[config.mk]
export PLATFORM = sky130hd
export DESIGN_NAME = chacha_stream_xor
export DESIGN_NICKNAME = d
export VERILOG_FILES = /design/src/rtl/chacha_stream_xor_pkg.sv /design/src/rtl/chacha_stream_xor.sv
export SDC_FILE = /design/constraint.sdc
export NUM_CORES = 2
export LEC_CHECK = 0
export CAP_MARGIN = 10
export CORE_UTILIZATION = 25
export DETAILED_ROUTE_END_ITERATION = 12
export GPL_ROUTABILITY_DRIVEN = 0
export PLACE_DENSITY = 0.57
export SLEW_MARGIN = 25
export SYNTH_ARGS = -nofsm -noshare
export SYNTH_HDL_FRONTEND = slang
export SYNTH_SLANG_ARGS = --single-unit
[constraint.sdc]
create_clock -name clk -period 2.8 [get_ports clk]
set_input_delay 0.28 -clock clk [delete_from_list [all_inputs] [get_ports clk]]
set_output_delay 0.28 -clock clk [all_outputs]
set_load 0.03 [all_outputs]
[src/rtl/chacha_stream_xor_pkg.sv]
// Shared widths, FSM encoding and output beat payload for chacha_stream_xor.
package chacha_stream_xor_pkg;

  localparam int unsigned DATA_W = 128;
  localparam int unsigned KEEP_W = DATA_W / 8;
  localparam int unsigned KS_W   = 512;
  localparam int unsigned LANES  = KS_W / DATA_W;
  localparam int unsigned IDX_W  = 2;
  localparam int unsigned CNT_W  = 32;

  typedef enum logic [1:0] {
    ST_IDLE   = 2'd0,
    ST_REQ    = 2'd1,
    ST_STREAM = 2'd2
  } state_e;

  typedef struct packed {
    logic [DATA_W-1:0] data;
    logic [KEEP_W-1:0] keep;
    logic              last;
  } beat_t;

endpackage

[src/rtl/chacha_stream_xor.sv]
// XORs a byte-qualified 128-bit beat stream with 512-bit keystream blocks,
// fetching a new block every four beats or at the start of each message.
module chacha_stream_xor
  import chacha_stream_xor_pkg::*;
(
  input  logic              clk,
  input  logic              rst_n,
  input  logic              clr,
  input  logic              in_valid,
  output logic              in_ready,
  input  logic [DATA_W-1:0] in_data,
  input  logic [KEEP_W-1:0] in_keep,
  input  logic              in_last,
  output logic              out_valid,
  input  logic              out_ready,
  output logic [DATA_W-1:0] out_data,
  output logic [KEEP_W-1:0] out_keep,
  output logic              out_last,
  output logic              ks_req,
  input  logic              ks_valid,
  input  logic [KS_W-1:0]   ks_data,
  output logic [CNT_W-1:0]  blk_count,
  output logic              busy
);

  state_e             state_q, state_d;
  logic [KS_W-1:0]    ks_buf_q, ks_buf_d;
  logic [IDX_W-1:0]   beat_idx_q, beat_idx_d;
  logic [CNT_W-1:0]   blk_cnt_q, blk_cnt_d;
  logic               ks_req_q, ks_req_d;
  logic               out_valid_q, out_valid_d;
  beat_t              out_q, out_d;
  logic               xfer_c;
  logic [DATA_W-1:0]  lane_c;
  logic [DATA_W-1:0]  xor_c;

  // Accept a beat only while streaming, with room in the output register, and never during clr.
  assign in_ready = (state_q == ST_STREAM) && !clr && (!out_valid_q || out_ready);
  assign xfer_c   = in_valid && in_ready;

  // Select the 128-bit keystream lane for the current beat.
  always_comb begin
    lane_c = ks_buf_q[0 +: DATA_W];
    case (beat_idx_q)
      2'd0:    lane_c = ks_buf_q[0*DATA_W +: DATA_W];
      2'd1:    lane_c = ks_buf_q[1*DATA_W +: DATA_W];
      2'd2:    lane_c = ks_buf_q[2*DATA_W +: DATA_W];
      2'd3:    lane_c = ks_buf_q[3*DATA_W +: DATA_W];
      default: lane_c = ks_buf_q[0 +: DATA_W];
    endcase
  end

  // Per-byte XOR; bytes with keep low are forced to zero.
  always_comb begin
    xor_c = '0;
    for (int i = 0; i < int'(KEEP_W); i++) begin
      xor_c[8*i +: 8] = in_keep[i] ? (in_data[8*i +: 8] ^ lane_c[8*i +: 8]) : 8'h00;
    end
  end

  // Next-state, keystream capture, lane stepping and output register loading.
  always_comb begin
    state_d     = state_q;
    ks_buf_d    = ks_buf_q;
    beat_idx_d  = beat_idx_q;
    blk_cnt_d   = blk_cnt_q;
    out_valid_d = out_valid_q;
    out_d       = out_q;

    if (out_valid_q && out_ready) begin
      out_valid_d = 1'b0;
    end
    if (xfer_c) begin
      out_valid_d = 1'b1;
      out_d.data  = xor_c;
      out_d.keep  = in_keep;
      out_d.last  = in_last;
    end

    case (state_q)
      ST_IDLE: begin
        if (in_valid) state_d = ST_REQ;
      end
      ST_REQ: begin
        if (ks_valid) begin
          ks_buf_d   = ks_data;
          beat_idx_d = '0;
          blk_cnt_d  = blk_cnt_q + CNT_W'(1);
          state_d    = ST_STREAM;
        end
      end
      ST_STREAM: begin
        if (xfer_c) begin
          if (in_last) begin
            state_d = ST_IDLE;
          end else if (beat_idx_q == IDX_W'(LANES - 1)) begin
            state_d = ST_REQ;
          end else begin
            beat_idx_d = beat_idx_q + IDX_W'(1);
          end
        end
      end
      default: state_d = ST_IDLE;
    endcase

    // Soft clear overrides every event in the cycle.
    if (clr) begin
      state_d     = ST_IDLE;
      out_valid_d = 1'b0;
      beat_idx_d  = '0;
      blk_cnt_d   = '0;
    end

    // Request line mirrors the upcoming REQ state so it is registered and exact.
    ks_req_d = (state_d == ST_REQ);
  end

  // State and datapath registers.
  always_ff @(posedge clk or negedge rst_n) begin
    if (!rst_n) begin
      state_q     <= ST_IDLE;
      ks_buf_q    <= '0;
      beat_idx_q  <= '0;
      blk_cnt_q   <= '0;
      ks_req_q    <= 1'b0;
      out_valid_q <= 1'b0;
      out_q       <= '0;
    end else begin
      state_q     <= state_d;
      ks_buf_q    <= ks_buf_d;
      beat_idx_q  <= beat_idx_d;
      blk_cnt_q   <= blk_cnt_d;
      ks_req_q    <= ks_req_d;
      out_valid_q <= out_valid_d;
      out_q       <= out_d;
    end
  end

  assign out_valid = out_valid_q;
  assign out_data  = out_q.data;
  assign out_keep  = out_q.keep;
  assign out_last  = out_q.last;
  assign ks_req    = ks_req_q;
  assign blk_count = blk_cnt_q;
  assign busy      = (state_q != ST_IDLE) || out_valid_q;

endmodule

==> results.toml <==
[sta]
worst_pin_slew_ns = 0.9397
finalSetupViolations = 0
rsz0062_at_grt = "false"
worst_hold_slack_ns = 0.1556
period_needed_ns = 2.602
finalHoldViolCount = 0
fin_crit_sh = 0.9291
max_freq_ghz = 0.3844
maxSlewViolCount = 0
fin_tns_setup_ns = 0
slew-limit-headroom = 0.3736
finClkSkew_ns = 0.02628

[clocking]
cts_max_level = 3
numCtsBuffers = 82
cts_buffer_depth = 3
cts_tree = "built"
cts.sinks = 695
clock_latency_ns = 0.65
clk_pin_slew_ns = 0.06
cts_setup_buffers = 0
root_buffer = "clkbuf_16"

[cells_and_area]
areaGrowthSynthToFinish_pct = 45.12
most-common-layout-cells = "1,723 x nand2_1, 841 x clkdlybuf4s50_1, 695 x dfrtp_1"
final_common_cell = "nand2_1"
fin_cells = 5808
final_layout_size_suffix_gt1_frac = 0.05880
nets = 4806

[yosys]
synthCells = 3342
syn_area_um2 = 30070
async_reset_ff_frac = 1.000
yosysWarnings = 0
synth_top_area_cell = "dfrtp_1"
synthDominantCellAreaShare = 0.5784
synth_area_leaders = "dfrtp_1 58%, nand2_1 22%, a222oi_1 4.3%"
synth.yosys.seq_area_share = 0.5784
ys_ff_latch = 695
syn-num-nets = 4010
synth_ff_type = "dfrtp_1"
synth-edff-count = 0
avgSynthCellArea_um2 = 8.997
ys_types = 46

[pwr]
ir_worst_vdd_mv = 0.4923
p_leak_nw = 20.45
powerDensity_nw_per_um2 = 744.7

[placed_design]
dp.cells = 5653
dpl.hpwl_um = 86490
io_buffers = 843

[hold_path]
min_to = "ks_buf_q[300]$_DFFE_PN0P_"
min_from = "ks_data[300]"
hold_class = "input port to flop"
worst_hold_path.num_cells = 3

[worst_setup_path]
cp_top_family = "compound AO/OA/AOI/OAI gates"
cp_slowest_stage_delay_ns = 0.61
r2r-start = "beat_idx_q[0]$_DFFE_PN0P_"
startpoint_type = "flop"
crit_type = "flop to flop"
worst_setup_path_end_kind = "flop"
r2r_cells = 8
crit_chain = "inv_1 > ha_4 > buf_12 > buf_4 > a222oi_1 > o21ai_0 > xor2_1 > a22o_1"
cp.arrival_ns = 3.14
worst-path-buf-inv = 3
slowest_stage = "a222oi_1"
cp.required_ns = 3.33
path_max_fanout = 23
cp-startpoint = "beat_idx_q[0]$_DFFE_PN0P_"
rrSetupSlack_ns = 0.20
worstReg2RegEnd = "out_data[117]$_DFFE_PN0N_"

[job]
maxCapViolations = 0

[route]
detail-route-antenna-nets = 0
wl_per_cell_um = 20.41
vias = 26860
wl_um = 118500
via_per_inst = 4.625
drc = 0
dr.pass1.iters = 7
drtIter0Drc = 2248

[global_routing]
grt_usage = 0.1897
busiest_layer = "met2"
antenna_found_initial = 15
grt_pass1_vias = 27220
grt_pass1_wl_um = 175000
grt-ovfl-total = 0
met2_usage = 0.3223
use_met3 = 0.04141
grt_max_degree = 114
gr-usage-met1 = 0.2400

[floorplan]
fp.dieW_um = 348.8
start_util = 0.2533
rows = 126
die_h_um = 348.8
coreArea_um2 = 118700
io_pins = 844
die-area_um2 = 121700

[run_status]
status = "completed"
## worst max-delay path by stage
stage                                endpoint  depth (start not counted)
finish              out_data[117]$_DFFE_PN0N_                          8
global route        out_data[117]$_DFFE_PN0N_                          8
CTS                 out_data[112]$_DFFE_PN0N_                          8
detailed placement  out_data[112]$_DFFE_PN0N_                          8
global placement    out_data[112]$_DFFE_PN0N_                          8
floorplan           blk_count[28]$_DFFE_PN0P_                          6
## power breakdown
group          leakage, nW  switching, mW  internal, mW
sequential            8.86           1.59          12.5
combinational         10.2           3.90          3.29
clock                 1.38           4.54          6.71
total                 20.5           10.0          22.5
## final cells by class
| type | count | area [um^2] |
|---|---|---|
| fill | 11990 | 75080 |
| sequential | 695 | 17390 |
| multi-input combinational | 2413 | 11780 |
| timing repair buffer | 937 | 9599 |
| clock buffer | 108 | 2292 |
| tap | 1600 | 2002 |
| clock inverter | 39 | 513.0 |
| inverter | 9 | 33.78 |
| antenna | 7 | 17.52 |
## worst min-delay path, delay by kind of cell
family / cells / cell delay [ns]
simple gates: 2 / 0.09
buf+inv: 1 / 0.39
## through the flow
| stage | util | cell area, um^2 | setup slack (ns) | total power [mW] |
|---|---|---|---|---|
| 2_1_floorplan | - | 30070 | 0.5671 | 17.60 |
| 3_3_place_gp | 0.3437 | 40800 | 0.1773 | 21.36 |
| 3_5_place_dp | 0.3437 | 40800 | 0.1671 | 21.48 |
| 4_1_cts | 0.3674 | 43620 | 0.1529 | 32.89 |
| 5_1_grt | 0.3675 | 43630 | 0.1186 | 34.21 |
| 6_report | 0.3676 | 43630 | 0.1984 | 32.50 |
## cells in the mapped netlist (2+ instances only)
library cell  count
o21ai_0         167
dfrtp_1         695
nor4_1            5
a21o_1           12
inv_1             9
nor2_1           19
nand3_1           9
nand2b_1          2
ha_1              5
buf_1            11
nor2b_1           8
a21oi_1          21
nor3_1            5
buf_4             6
o31ai_1          11
and4_1            3
a22o_1           96
a222oi_1        128
clkbuf_1        168
nand4_1           6
and2_1           12
mux2_2            6
buf_2            39
or4_1            12
xnor2_1          39
or3_1             7
xor2_1           99
and3_1            2
nand2_1        1723
## logic make-up (layout without fill, tap and decap cells)
kind of cell             count (synthesis)  in the layout  synth area share
AND/OR/NAND/NOR                       1822           1822            0.2355
flip-flops                             695            695            0.5784
AO/OA/AOI/OAI                          441            441            0.1094
buffers and inverters                  234           1093           0.03183
XOR/XNOR                               138            138           0.04020
multiplexers                             7              7          0.002580
adder cells (fa/ha/maj)                  5              5          0.002081
other                                    0              7                 0
## flip-flops by register name (all words and copies together), names as in the netlist
name / flops
out_valid: 1
ks_req: 1
ks_buf_q: 512
out_keep: 16
out_last: 1
beat_idx_q: 2
out_data: 128
blk_count: 32
state_q: 2
## metal layers
metal / up-vias / wire length [um]
met2: 995 / 57920
met3: 169 / 7958
met1: 13100 / 49300
met4: 14 / 3262
met5: - / 96
li1: 12580 / -
## timing repair
action | in CTS | in global routing
hold endpoints to repair | 46 | 0
gates resized for setup | 0 | 0
hold buffers | 1 | 0
Note: power is estimated with default switching activity, not from simulation.
